File: src/rtl/memory_line_fill_256bit_pkg.sv
// rtl/memory_line_fill_256bit_pkg.sv - shared types and constants for the line fill driver
// Purpose : FSM state encoding and line geometry shared by the line fill driver files.
// Ports   : none (package).
package memory_line_fill_256bit_pkg;

  typedef enum logic [1:0] {
    ST_IDLE  = 2'd0,
    ST_FETCH = 2'd1,
    ST_WRITE = 2'd2
  } state_t;

  localparam int L_LINE_BEATS = 8;
  localparam int L_LINE_BYTES = 32;
  localparam int L_WORD_BYTES = 4;

endpackage

File: src/rtl/memory_line_fill_byteena_gen.sv
// rtl/memory_line_fill_byteena_gen.sv - store byte enable and data replication
// Purpose : turns a word index and 4-bit byte mask into a 32-bit line byte enable,
//           and replicates the 32-bit store data across the whole 256-bit line.
// Ports   : word     in  3    word within line
//           mask     in  4    byte mask within word
//           data     in  32   store data
//           byte_ena out 32   line byte enables
//           data_rep out 256  data replicated 8 times
module memory_line_fill_byteena_gen
  import memory_line_fill_256bit_pkg::*;
(
  input  logic [2:0]   word,
  input  logic [3:0]   mask,
  input  logic [31:0]  data,
  output logic [31:0]  byte_ena,
  output logic [255:0] data_rep
);

  logic [4:0] shift;

  // Byte offset of the selected word within the line (word * 4 bytes).
  assign shift    = 5'(word) * 5'(L_WORD_BYTES);
  assign byte_ena = {28'd0, mask} << shift;
  // Every word lane carries the store data; the byte enable picks the lane.
  assign data_rep = {L_LINE_BEATS{data}};

endmodule

File: src/rtl/memory_line_fill_256bit.sv
// rtl/memory_line_fill_256bit.sv - write-port driver for the 16 x 256-bit line memory
// Purpose : fills whole lines from a 32-bit read bus and merges single 32-bit stores.
// Ports   : iCLOCK, iRESET_SYNC (sync, active-high)
//           iFILL_REQ/iFILL_LINE/iFILL_ADDR, oFILL_BUSY, oFILL_DONE   fill request side
//           iSTORE_REQ/iSTORE_LINE/iSTORE_WORD/iSTORE_MASK/iSTORE_DATA, oSTORE_BUSY
//           oMEM_REQ/oMEM_ADDR, iMEM_LOCK, iMEM_VALID/iMEM_DATA        read bus
//           oWR_ENA/oWR_ADDR/oWR_DATA/oBYTE_ENA                         line memory write port
module memory_line_fill_256bit
  import memory_line_fill_256bit_pkg::*;
#(
  parameter int P_MAX_OUTSTANDING = 8
) (
  input  logic         iCLOCK,
  input  logic         iRESET_SYNC,
  input  logic         iFILL_REQ,
  input  logic [3:0]   iFILL_LINE,
  input  logic [31:0]  iFILL_ADDR,
  output logic         oFILL_BUSY,
  output logic         oFILL_DONE,
  input  logic         iSTORE_REQ,
  input  logic [3:0]   iSTORE_LINE,
  input  logic [2:0]   iSTORE_WORD,
  input  logic [3:0]   iSTORE_MASK,
  input  logic [31:0]  iSTORE_DATA,
  output logic         oSTORE_BUSY,
  output logic         oMEM_REQ,
  output logic [31:0]  oMEM_ADDR,
  input  logic         iMEM_LOCK,
  input  logic         iMEM_VALID,
  input  logic [31:0]  iMEM_DATA,
  output logic         oWR_ENA,
  output logic [3:0]   oWR_ADDR,
  output logic [255:0] oWR_DATA,
  output logic [31:0]  oBYTE_ENA
);

  localparam logic [3:0] L_BEATS   = 4'(L_LINE_BEATS);
  localparam logic [3:0] L_MAX_OUT = 4'(P_MAX_OUTSTANDING);

  state_t         state;
  state_t         state_next;
  logic [3:0]     issue_cnt;
  logic [3:0]     recv_cnt;
  logic [255:0]   line_buf;
  logic [3:0]     fill_line;
  logic [26:0]    fill_base;

  logic           st_wr_ena;
  logic [3:0]     st_wr_addr;
  logic [255:0]   st_wr_data;
  logic [31:0]    st_byte_ena;

  logic           fill_acc;
  logic           store_acc;
  logic           mem_req;
  logic           beat_issue;
  logic           beat_recv;
  logic [31:0]    gen_byte_ena;
  logic [255:0]   gen_data;
  logic           addr_lsb_unused;

  // Line base is 32-byte aligned; the low address bits carry no information.
  assign addr_lsb_unused = ^iFILL_ADDR[4:0];

  // Fill takes priority: a store is only taken when no fill is requested.
  assign fill_acc  = (state == ST_IDLE) && iFILL_REQ;
  assign store_acc = (state == ST_IDLE) && !iFILL_REQ && iSTORE_REQ;

  // Request while beats remain and the outstanding window has room.
  assign mem_req    = (state == ST_FETCH) && (issue_cnt < L_BEATS) &&
                      ((issue_cnt - recv_cnt) < L_MAX_OUT);
  assign beat_issue = mem_req && !iMEM_LOCK;
  assign beat_recv  = (state == ST_FETCH) && iMEM_VALID && (recv_cnt < L_BEATS);

  memory_line_fill_byteena_gen u_byteena_gen (
    .word     (iSTORE_WORD),
    .mask     (iSTORE_MASK),
    .data     (iSTORE_DATA),
    .byte_ena (gen_byte_ena),
    .data_rep (gen_data)
  );

  // State register.
  always_ff @(posedge iCLOCK) begin
    if (iRESET_SYNC) begin
      state <= ST_IDLE;
    end else begin
      state <= state_next;
    end
  end

  // Next-state logic.
  always_comb begin
    state_next = state;
    case (state)
      ST_IDLE:  if (fill_acc) state_next = ST_FETCH;
      ST_FETCH: if (beat_recv && (recv_cnt == L_BEATS - 4'd1)) state_next = ST_WRITE;
      ST_WRITE: state_next = ST_IDLE;
      default:  state_next = ST_IDLE;
    endcase
  end

  // Counters, line buffer and the registered store write.
  always_ff @(posedge iCLOCK) begin
    if (iRESET_SYNC) begin
      issue_cnt   <= '0;
      recv_cnt    <= '0;
      line_buf    <= '0;
      fill_line   <= '0;
      fill_base   <= '0;
      st_wr_ena   <= 1'b0;
      st_wr_addr  <= '0;
      st_wr_data  <= '0;
      st_byte_ena <= '0;
    end else begin
      st_wr_ena <= store_acc;
      if (store_acc) begin
        st_wr_addr  <= iSTORE_LINE;
        st_wr_data  <= gen_data;
        st_byte_ena <= gen_byte_ena;
      end
      if (fill_acc) begin
        fill_line <= iFILL_LINE;
        fill_base <= iFILL_ADDR[31:5];
        issue_cnt <= '0;
        recv_cnt  <= '0;
      end else begin
        if (beat_issue) issue_cnt <= issue_cnt + 4'd1;
        if (beat_recv) begin
          // Beats return in order, so the receive count is the slot index.
          line_buf[{recv_cnt[2:0], 5'b00000} +: 32] <= iMEM_DATA;
          recv_cnt <= recv_cnt + 4'd1;
        end
      end
    end
  end

  // Output logic.
  always_comb begin
    oFILL_BUSY  = (state != ST_IDLE);
    oSTORE_BUSY = (state != ST_IDLE) || iFILL_REQ;
    oMEM_REQ    = mem_req;
    oMEM_ADDR   = '0;
    oFILL_DONE  = 1'b0;
    oWR_ENA     = 1'b0;
    oWR_ADDR    = '0;
    oWR_DATA    = '0;
    oBYTE_ENA   = '0;
    if (state == ST_FETCH) begin
      oMEM_ADDR = {fill_base, issue_cnt[2:0], 2'b00};
    end
    if (state == ST_WRITE) begin
      oWR_ENA    = 1'b1;
      oWR_ADDR   = fill_line;
      oWR_DATA   = line_buf;
      oBYTE_ENA  = {L_LINE_BYTES{1'b1}};
      oFILL_DONE = 1'b1;
    end else if (st_wr_ena) begin
      oWR_ENA   = 1'b1;
      oWR_ADDR  = st_wr_addr;
      oWR_DATA  = st_wr_data;
      oBYTE_ENA = st_byte_ena;
    end
  end

endmodule
File: config.mk
export PLATFORM = sky130hd
export DESIGN_NAME = memory_line_fill_256bit
export DESIGN_NICKNAME = d
export VERILOG_FILES = /design/src/rtl/memory_line_fill_256bit_pkg.sv /design/src/rtl/memory_line_fill_byteena_gen.sv /design/src/rtl/memory_line_fill_256bit.sv
export SDC_FILE = /design/constraint.sdc
export NUM_CORES = 1
export LEC_CHECK = 0
export CORE_MARGIN = 5
export CORE_UTILIZATION = 52
export DETAILED_ROUTE_END_ITERATION = 16
export PLACE_DENSITY = 0.86
export REMOVE_ABC_BUFFERS = 1
export SLEW_MARGIN = 20
export SYNTH_ARGS = -nofsm -noshare
export SYNTH_HDL_FRONTEND = slang
export SYNTH_SLANG_ARGS = --single-unit
File: constraint.sdc
create_clock -name iCLOCK -period 8.7 [get_ports iCLOCK]
set_input_delay 2.175 -clock iCLOCK [delete_from_list [all_inputs] [get_ports iCLOCK]]
set_output_delay 2.175 -clock iCLOCK [all_outputs]
set_load 0.01 [all_outputs]
Yosys cells after proc, flatten, opt, wreduce, memory -nomap -nowiden
Index checks and enable logic that the tools add are counted.

word-level totals
  output and inout port bits = 329
  register bits = 590
  input bits = 117

cells by class
  reductions and logical operators = 17
  eq/ne operators = 5
  order comparisons = 3
  bitwise gates (word level) = 1
  muxes and demuxes = 14
  shift operators = 3
  add/subtract/negate cells = 4

operators by type and width
  cell                         count
  $mux W256                    2
  $bwmux W256                  1
  $shift A32 B10 Y256 const A  1
  $shiftx A32 B10 Y256         1
  $mux W32                     3
  $shl A4 B5 Y32               1
  $lt A4 B4 Y1 const B         3
  $neg A8 Y10                  1
  $logic_and A1 B1 Y1          9
  $add A4 B1 Y4 const B        2
  $mux W4                      2
  $eq A4 B3 Y1 const B         1
  $mux W2                      2
  $pmux W2 S2                  1
  $reduce_and A2 Y1            2
  $sub A4 B4 Y4                1
  $mux W1                      3
  $eq A2 B1 Y1 const B         1
  $eq A2 B2 Y1 const B         1
  $logic_not A1 Y1             2
  $logic_not A2 Y1             1
  $ne A2 B1 Y1 const B         1
  $ne A2 B2 Y1 const B         1
  $reduce_bool A2 Y1           1
  3 further kinds              3

Longest topological paths before layout
Gate-level depths: netlist of run 1.

  word-level depth = 6
  mapped depth = 12
  depth with buffers taken out = 7

By module
Synthesis of run 1 repeated with hierarchy kept, for this count alone.

unflattened totals
  cells, all modules = 3868
  area total of the unflattened synthesis = 27482.6 µm²

modules (own cells, without submodules)
  module                        times used  cells each  area an instance (µm²)
  memory_line_fill_256bit       1           3571        25167.9
  memory_line_fill_byteena_gen  1           297         2314.7

Least setup slack after synthesis of run 1
Ideal clock, no wire load.

  kind = input-to-output
  from = in iFILL_REQ
  to = out oSTORE_BUSY
  data required time = 6525 ps
  slack = 4044 ps
  data arrival time = 2481 ps
  buffers on the path = 0
  stages = 2
  path through = nor3_1 -> inv_1

between the ends
  cells in the longest elaborated chain, start to end = 1

ends and longest elaborated chain
  what                line                            source
  from (decl)         memory_line_fill_256bit.sv:15   input logic iFILL_REQ,
  $logic_or A1 B1 Y1  memory_line_fill_256bit.sv:141  oSTORE_BUSY = (state != ST_IDLE) || iFILL_REQ;
  to (decl)           memory_line_fill_256bit.sv:25   output logic oSTORE_BUSY,

Every way passes these cells.

Worst setup path after layout of run 1
  from = reg state[0]
  to = out oWR_DATA[140]

between the ends
  cells in the longest elaborated chain, start to end = 2

ends and longest elaborated chain
  what                    line                            source
  from (decl)             memory_line_fill_256bit.sv:40   state_t state;
  from (signal assigned)  memory_line_fill_256bit.sv:88   state <= state_next;
  $eq A2 B2 Y1            memory_line_fill_256bit.sv:152  if (state == ST_WRITE) begin
  $mux W256               memory_line_fill_256bit.sv:152
  to (decl)               memory_line_fill_256bit.sv:33   output logic [255:0] oWR_DATA,

Every way passes these cells.

==> impl_metrics.csv, run 1 <==
group,metric,value,unit
pwr,power.density,170,mW/mm2
floorplanning,fp.dieArea,0.0347,mm2
yosys,postSynth.asyncResetShare,0,%
finish,layout-area-overhead-vs-synth,35.8,%
pwr,switching_fraction_of_total_power,23.0,%
route,remaining_antenna_violation_count,0,
worst_setup_path,critical_path_required,6.53,ns
floorplanning,dieWidth,186,um
timing,finalWorstPathRequiredPeriod,5.99,ns
clock_network,clk-insertion-delay-late,0.52,ns
worst_setup_path,reg2reg_from,"recv_cnt[0]$_SDFFE_PP0P_",
pwr,power.internal,2.87,mW
pwr,net-switching-power,858,uW
worst_setup_path,critical_path.cell_chain,"and2b_4 > buf_4 > buf_4 > nand2_1 > nand2_1 > clkdlybuf4s50_1",
hold_path,holdPathStages,2,
route,routed_wire_length_per_instance,19.8,um
yosys,synth_flop_cell,"sky130_fd_sc_hd__dfxtp_1",
hold_path,hold_path_class,"reg -> reg",
finish,num-nets-final,2645,
floorplanning,die-height,186,um
clock_network,post_cts_sizing_count,0,
timing,setup_total_negative_slack,0,ns
hold_path,hp-start,"st_byte_ena[9]$_SDFFE_PP0P_",
outcome,result_of_the_run,"complete, no violations",
timing,rsz_0062_raised_after_global_routing,"false",
pwr,total_power,3.73,mW
placed_design,dp.final_hpwl,37.8,mm
clock_network,cts.sinks,366,
finish,drive_gt1_share,4.51,%
worst_setup_path,startpoint,"state[0]$_SDFFE_PP0P_",
worst_setup_path,rr_endpoint,"line_buf[91]$_SDFFE_PP0P_",
route,drtPass1Iterations,6,
worst_setup_path,critical_path.max_fanout,109,
pwr,power.share.clock,46.0,%
worst_setup_path,setup.worst_path.class,"reg -> out",
yosys,number_of_enable_flip_flop_cells_after_synthesis,0,
clock_network,post_cts_buffers,0,
placed_design,gp_routability_congestion,0.896,
placed_design,post_dp_cell_area,0.0206,mm2
route,route.detailed.drc,0,
pwr,power.static_leakage,9.37,nW
job,cap_viol_max_count,0,
floorplanning,core_region_area,0.0307,mm2
placed_design,io_buffer_count,438,
clock_network,cts_hold_buffers,0,
worst_setup_path,critical_path_arrival,3.81,ns
route,detailed_route_via_count,17200,
timing,slew_of_the_pin_with_the_lowest_slew_margin,1.13,ns
pwr,power_frac_seq,46.3,%
worst_setup_path,endpoint_kind,"primary output",
yosys,syn-mean-instance-area,7.34,um2
clock_network,numCtsBuffers,39,
global_routing,via_count_of_the_first_global_routing_pass,17000,
placed_design,place_worst_setup_slack,2.99,ns
yosys,count_of_yosys_warnings_during_synthesis,0,
clock_network,cts-root-buf,"sky130_fd_sc_hd__clkbuf_16",
yosys,synth-seq-area-share,45.3,%
floorplanning,start_util,52.7,%
route,wl,58.4,mm
yosys,number_of_flip_flops_and_latches_in_the_synthesized_netlist,366,
worst_setup_path,path_delay_family,"buffers and inverters",
timing,setup_viol,0,
worst_setup_path,reg2reg_depth,7,
timing,drv_slew,0,
timing,final_hold_viol_count,0,
timing,final.setup.worst_slack,2.71,ns
global_routing,track_usage,31.6,%
finish,finish.instance_area,0.0220,mm2
route,detail_route.iter0.violations,1798,
global_routing,grt_first_pass_wirelength,91.2,mm
floorplanning,rows,64,
global_routing,antenna_violations_before_repair,0,
pwr,vdd.ir_drop.worst,0.145,mV
timing,layout_worst_path_cycle_share,68.8,%
global_routing,globalRoute.totalOverflow,0,
clock_network,clock_path_buffers,3,
clock_network,cts_tree,"built",
timing,timing.max_slew.rel_slack,24.6,%
finish,layout.core_utilization,71.6,%
worst_setup_path,timing.critical_path.from_type,"register",
global_routing,grt_max_degree,110,
worst_setup_path,critPathBufInv,3,
hold_path,holdPathEnd,"st_byte_ena[9]$_SDFFE_PP0P_",
worst_setup_path,cp_slowest_stage_delay,0.95,ns
timing,clock.fmax,167,MHz
worst_setup_path,crit_path_top_delay_cell,"sky130_fd_sc_hd__buf_4",
pwr,combPwrFrac,7.7,%
yosys,netlist-cell-type-count,44,
worst_setup_path,regToRegSetupSlack,4.22,ns
floorplanning,count_of_boundary_i_o_pins,446,
yosys,synth_area,0.0162,mm2
clock_network,clk_pin_slew,0.06,ns
route,vias_per_cell,5.83,
finish,antenna-diode-count,0,
yosys,postSynthCellCount,2205,
clock_network,cts.htree.levels,2,
finish,final.fill_count,2323,
timing,worst_clock_skew,0.0154,ns
==> synth_stat cells (2+ instances only) <==
library cell | count | share of area, %
sky130_fd_sc_hd__nor2_1 | 51 | 1.2
sky130_fd_sc_hd__and2_1 | 32 | 1.2
sky130_fd_sc_hd__and3_1 | 2 | 0.077
sky130_fd_sc_hd__o211ai_1 | 34 | 1.6
sky130_fd_sc_hd__nand3_1 | 82 | 2.5
sky130_fd_sc_hd__a21o_1 | 34 | 1.6
sky130_fd_sc_hd__buf_2 | 2 | 0.062
sky130_fd_sc_hd__buf_6 | 2 | 0.14
sky130_fd_sc_hd__nand4_1 | 84 | 3.2
sky130_fd_sc_hd__or3_1 | 2 | 0.077
sky130_fd_sc_hd__xnor2_1 | 2 | 0.11
sky130_fd_sc_hd__nor3_1 | 6 | 0.19
sky130_fd_sc_hd__a22o_1 | 32 | 1.7
sky130_fd_sc_hd__nor4_1 | 8 | 0.31
sky130_fd_sc_hd__ha_1 | 7 | 0.54
sky130_fd_sc_hd__o21ai_0 | 120 | 3.7
sky130_fd_sc_hd__buf_1 | 14 | 0.32
sky130_fd_sc_hd__dfxtp_1 | 366 | 45
sky130_fd_sc_hd__clkbuf_1 | 171 | 4.0
sky130_fd_sc_hd__nand2_1 | 861 | 20
sky130_fd_sc_hd__or2_2 | 2 | 0.077
sky130_fd_sc_hd__mux2_2 | 2 | 0.14
sky130_fd_sc_hd__nand2b_1 | 7 | 0.27
sky130_fd_sc_hd__a21oi_1 | 169 | 5.2
sky130_fd_sc_hd__or4_1 | 2 | 0.093
sky130_fd_sc_hd__inv_1 | 6 | 0.14
sky130_fd_sc_hd__mux2i_1 | 79 | 4.9
sky130_fd_sc_hd__nor2b_1 | 8 | 0.31
sky130_fd_sc_hd__buf_4 | 3 | 0.14
==> power groups by stage <==
stage / sequential, mW / clock (mW) / combinational, mW
after floorplan: 1.76 / 0 / 0.111
after global placement: 1.76 / 0 / 0.269
after detailed placement: 1.76 / 0 / 0.277
after CTS: 1.73 / 1.73 / 0.278
after global routing: 1.73 / 1.80 / 0.306
final: 1.72 / 1.71 / 0.288
==> registers in the layout, summed over array words and instances (netlist names) <==
| signal | cells |
|---|---|
| st_wr_ena | 1 |
| st_byte_ena | 32 |
| st_wr_data | 32 |
| fill_line | 4 |
| issue_cnt | 4 |
| st_wr_addr | 4 |
| recv_cnt | 4 |
| fill_base | 27 |
| state | 2 |
| line_buf | 256 |
==> per-stage QoR <==
stage               std cells  hold WS [ns]
finish                   2945         0.452
global route             2945         0.468
CTS                      2944         0.454
detailed placement       2875         0.445
global placement         2874         0.439
floorplan                2012         0.426
==> worst max path at each step <==
stage / end / slack [ns] / cells past startpoint
floorplan: oWR_DATA[0] / -1.27 / 4
global placement: oSTORE_BUSY / 3.01 / 4
detailed placement: oSTORE_BUSY / 2.99 / 4
CTS: oWR_DATA[140] / 2.76 / 6
global route: oWR_DATA[243] / 2.51 / 6
finish: oWR_DATA[140] / 2.71 / 6
==> kinds of logic (layout without fill, tap and decap cells) <==
kind of cell             count (synthesis)  in the layout  share of synthesized area, %
AO/OA/AOI/OAI                          392            392                          14.0
adder cells (fa/ha/maj)                  7              7                         0.541
buffers and inverters                  201            544                          4.92
AND/OR/NAND/NOR                       1154           1154                          30.1
XOR/XNOR                                 3              3                         0.162
other                                    1              2                        0.0232
flip-flops                             366            366                          45.3
multiplexers                            81             81                          5.03
==> metal layers <==
layer	vias to the layer above	part of all wire [%]	wire length [um]	global-route usage [%]
li1	7979	-	-	-
met1	7999	37	21500	37.8
met2	1005	47	27700	52.4
met3	198	10	6040	8.07
met4	0	5.4	3160	16.4
met5	-	0	0	0
==> worst reg2reg max path: cells and delay by family (launching register included) <==
| kind | cells | cell delay, ns |
|---|---|---|
| AND/OR/NAND/NOR | 2 | 1.70 |
| buffers and inverters | 2 | 1.05 |
| adder cells (fa/ha/maj) | 2 | 0.72 |
| flip-flops | 1 | 0.64 |
| AO/OA/AOI/OAI | 1 | 0.21 |
==> layout make-up <==
| type | instances | area (um2) | share of cell area [%] |
|---|---|---|---|
| flip-flops and latches | 366 | 7330 | 33.4 |
| multi-input cells | 1639 | 8120 | 37.0 |
| repair buffers | 468 | 4640 | 21.1 |
| inverters | 7 | 28.8 | 0.131 |
| clock buffers | 61 | 1210 | 5.52 |
| clock inverters | 8 | 123 | 0.558 |
| well taps | 396 | 495 | 2.26 |
==> cells in the final DEF (no fill, tap or decap), types with 7 or more instances in the layout <==
cell type,synthesis,layout
sky130_fd_sc_hd__dfxtp_1,366,365
sky130_fd_sc_hd__clkbuf_8,0,9
sky130_fd_sc_hd__and2_1,32,31
sky130_fd_sc_hd__nand4_1,84,84
sky130_fd_sc_hd__a21oi_1,169,168
sky130_fd_sc_hd__clkbuf_1,171,10
sky130_fd_sc_hd__o21ai_0,120,120
sky130_fd_sc_hd__a21o_1,34,34
sky130_fd_sc_hd__mux2i_1,79,79
sky130_fd_sc_hd__nand2_1,861,860
sky130_fd_sc_hd__o211ai_1,34,34
sky130_fd_sc_hd__clkdlybuf4s50_1,0,437
sky130_fd_sc_hd__nand2b_1,7,7
sky130_fd_sc_hd__clkbuf_16,0,42
sky130_fd_sc_hd__nor2b_1,8,7
sky130_fd_sc_hd__nand3_1,82,82
sky130_fd_sc_hd__a22o_1,32,32
sky130_fd_sc_hd__buf_4,3,28
sky130_fd_sc_hd__nor2_1,51,51
sky130_fd_sc_hd__ha_1,7,7
Power figures use the tool's default switching activity.
==> run 2, diff against run 1 <==
- CORE_UTILIZATION: 52 -> 49
- PLACE_DENSITY: 0.86 -> 0.81
- clock period: 8.7 -> 5.75 ns (I/O delays scaled with it)
==> run 2 against run 1 <==
Against the previous run: register-to-register slack got worse by 1.9 ns; first-iteration DRC count is 8.8% lower; critical path depth fell by 1; sequential share of layout area up 0.082 points; clock skew decreased by 0.00084 ns; worst setup slack worse by 1.7 ns; clock power up 43%; highest routed layer is now met5; combinational power rose by 51%; largest cell class unchanged; count of clock-buffer cells in the layout decreased by 6.
==> impl_metrics.csv, run 2 (synthesized netlist as in run 1, its figures left out) <==
group,metric,value,unit
clock_network,cts-root-buf,"sky130_fd_sc_hd__clkbuf_16",
worst_setup_path,startpoint,"st_wr_ena$_SDFF_PP0_",
finish,regMostFlops,"line_buf",
worst_setup_path,endpoint_kind,"primary output",
finish,antenna-diode-count,0,
pwr,total_power,5.49,mW
finish,final.fill_count,2730,
finish,reg.largest.list,"line_buf: 256 flops, st_byte_ena: 32 flops, st_wr_data: 32 flops",
finish,num-nets-final,2645,
worst_setup_path,cpMostUsedCell,"sky130_fd_sc_hd__nand2_1",
worst_setup_path,crit_path_top_delay_cell,"sky130_fd_sc_hd__nor2b_4",
clock_network,cts_hold_buffers,0,
route,routed_wire_length_per_instance,19.5,um
route,route.detailed.drc,0,
floorplanning,die-height,192,um
hold_path,hold_path_class,"reg -> reg",
clock_network,post_cts_buffers,0,
finish,finish.instance_area,0.0219,mm2
worst_setup_path,critical_path_required,4.31,ns
floorplanning,rows,66,
timing,worst_clock_skew,0.0145,ns
global_routing,track_usage,30.2,%
worst_setup_path,critical_path.cell_chain,"buf_4 > nor2b_4 > nand2_1 > nand2_1 > clkdlybuf4s50_1",
placed_design,gp_routability_congestion,0.849,
worst_setup_path,critical_path_arrival,3.32,ns
route,detailroute.wirelength.met3,5.98,mm
route,maxUsedRoutingLayer,"met5",
worst_setup_path,timing.critical_path.from_type,"register",
clock_network,cts_tree,"built",
floorplanning,fp.dieArea,0.0367,mm2
route,wl,58.2,mm
job,cap_viol_max_count,0,
route,wl_met1,22.3,mm
route,drtPass1Iterations,5,
route,detailroute.wirelength.met2,26.9,mm
clock_network,cts.htree.levels,2,
clock_network,numCtsBuffers,38,
floorplanning,start_util,49.7,%
hold_path,holdPathStages,2,
route,detailed_route_via_count,17000,
global_routing,antenna_violations_before_repair,1,
global_routing,grt_first_pass_wirelength,89.2,mm
worst_setup_path,reg2reg_from,"recv_cnt[1]$_SDFFE_PP0P_",
finish,seq_area,0.00733,mm2
finish,largest_register_ff_count,256,
timing,slew_of_the_pin_with_the_lowest_slew_margin,1.19,ns
clock_network,cts.sinks,366,
finish,drive_gt1_share,4.52,%
worst_setup_path,regToRegSetupSlack,2.36,ns
timing,drv_slew,0,
global_routing,grt_max_degree,178,
global_routing,globalRoute.totalOverflow,0,
timing,timing.max_slew.rel_slack,20.9,%
worst_setup_path,cp_slowest_stage_delay,0.79,ns
timing,rsz_0062_raised_after_global_routing,"false",
route,remaining_antenna_violation_count,0,
pwr,vdd.ir_drop.worst,0.167,mV
clock_network,clk_pin_slew,0.06,ns
clock_network,post_cts_sizing_count,0,
pwr,power.static_leakage,9.33,nW
route,vias_per_cell,5.68,
worst_setup_path,reg2reg_depth,7,
placed_design,post_dp_cell_area,0.0207,mm2
outcome,result_of_the_run,"complete, no violations",
worst_setup_path,timing.critical_path.depth,5,
clock_network,clk-insertion-delay-late,0.52,ns
timing,final_hold_viol_count,0,
timing,setup_viol,0,
worst_setup_path,setup.worst_path.class,"reg -> out",
timing,clock.fmax,210,MHz
worst_setup_path,path_delay_family,"simple AND/OR/NAND/NOR gates",
finish,layout.cells.most_common_list,"sky130_fd_sc_hd__nand2_1 (860), sky130_fd_sc_hd__clkdlybuf4s50_1 (437), sky130_fd_sc_hd__dfxtp_1 (365)",
timing,finalWorstPathRequiredPeriod,4.76,ns
finish,layout-area-overhead-vs-synth,35.4,%
floorplanning,dieWidth,192,um
finish,multi_input_area,0.00812,mm2
worst_setup_path,rr_endpoint,"line_buf[70]$_SDFFE_PP0P_",
floorplanning,count_of_boundary_i_o_pins,446,
pwr,power.density,251,mW/mm2
placed_design,io_buffer_count,438,
route,detail_route.iter0.violations,1639,
global_routing,via_count_of_the_first_global_routing_pass,16600,
worst_setup_path,critPathBufInv,2,
timing,layout_worst_path_cycle_share,82.7,%
finish,layout.cells.most_common,"sky130_fd_sc_hd__nand2_1",
clock_network,clock_path_buffers,3,
worst_setup_path,critical_path.max_fanout,38,
floorplanning,core_region_area,0.0325,mm2
worst_setup_path,endpoint,"oWR_DATA[207]",
placed_design,dp.final_hpwl,37.9,mm
-- run 2: stage by stage --
step / utilization, % / hold slack (ns) / setup TNS [ns] / std cells / setup WS (ns)
after detailed placement: 63.5 / 0.447 / 0 / 2923 / 1.47
final: 67.3 / 0.455 / 0 / 2987 / 0.994
after global placement: 63.5 / 0.439 / 0 / 2923 / 1.46
after global routing: 67.3 / 0.468 / 0 / 2987 / 0.883
after floorplan: - / 0.426 / -1056.81 / 2012 / -3.48
after CTS: 67.3 / 0.455 / 0 / 2987 / 0.945
-- run 2: power breakdown --
group          total, mW  switching [mW]  internal, mW
combinational      0.435           0.261         0.174
clock               2.45           0.994          1.46
sequential          2.60          0.0243          2.58
-- run 2: worst reg2reg max path, stage by stage (launching register included) --
cell                      delay, ns
sky130_fd_sc_hd__dfxtp_1       0.41
sky130_fd_sc_hd__inv_1         0.11
sky130_fd_sc_hd__ha_1          0.21
sky130_fd_sc_hd__ha_1          0.49
sky130_fd_sc_hd__inv_1         0.11
sky130_fd_sc_hd__or3_2         0.91
sky130_fd_sc_hd__or2_2         0.77
sky130_fd_sc_hd__o21ai_0       0.30
-- run 2: layout make-up --
cell class	instances	area share, %
Multi-Input combinational cell	1639	37.1
Inverter	7	0.131
Clock inverter	9	0.463
Tap cell	442	2.52
Clock buffer	55	5.19
Timing Repair Buffer	469	21.1
Sequential cell	366	33.5
-- run 2: worst min path at each step --
stage                                       from                            to  slack (ns)
floorplan             line_buf[127]$_SDFFE_PP0P_    line_buf[127]$_SDFFE_PP0P_        0.43
global placement    st_byte_ena[17]$_SDFFE_PP0P_  st_byte_ena[17]$_SDFFE_PP0P_        0.44
detailed placement    line_buf[103]$_SDFFE_PP0P_    line_buf[103]$_SDFFE_PP0P_        0.45
CTS                   line_buf[103]$_SDFFE_PP0P_    line_buf[103]$_SDFFE_PP0P_        0.45
global route          line_buf[100]$_SDFFE_PP0P_    line_buf[100]$_SDFFE_PP0P_        0.47
finish              st_byte_ena[12]$_SDFFE_PP0P_  st_byte_ena[12]$_SDFFE_PP0P_        0.46
-- run 2: per-layer routing --
layer / vias to the layer above / GRT usage [%]
met1: 7910 / 36.8
li1: 7970 / -
met5: - / 0
met3: 171 / 7.82
met2: 909 / 49.9
met4: 2 / 14.1
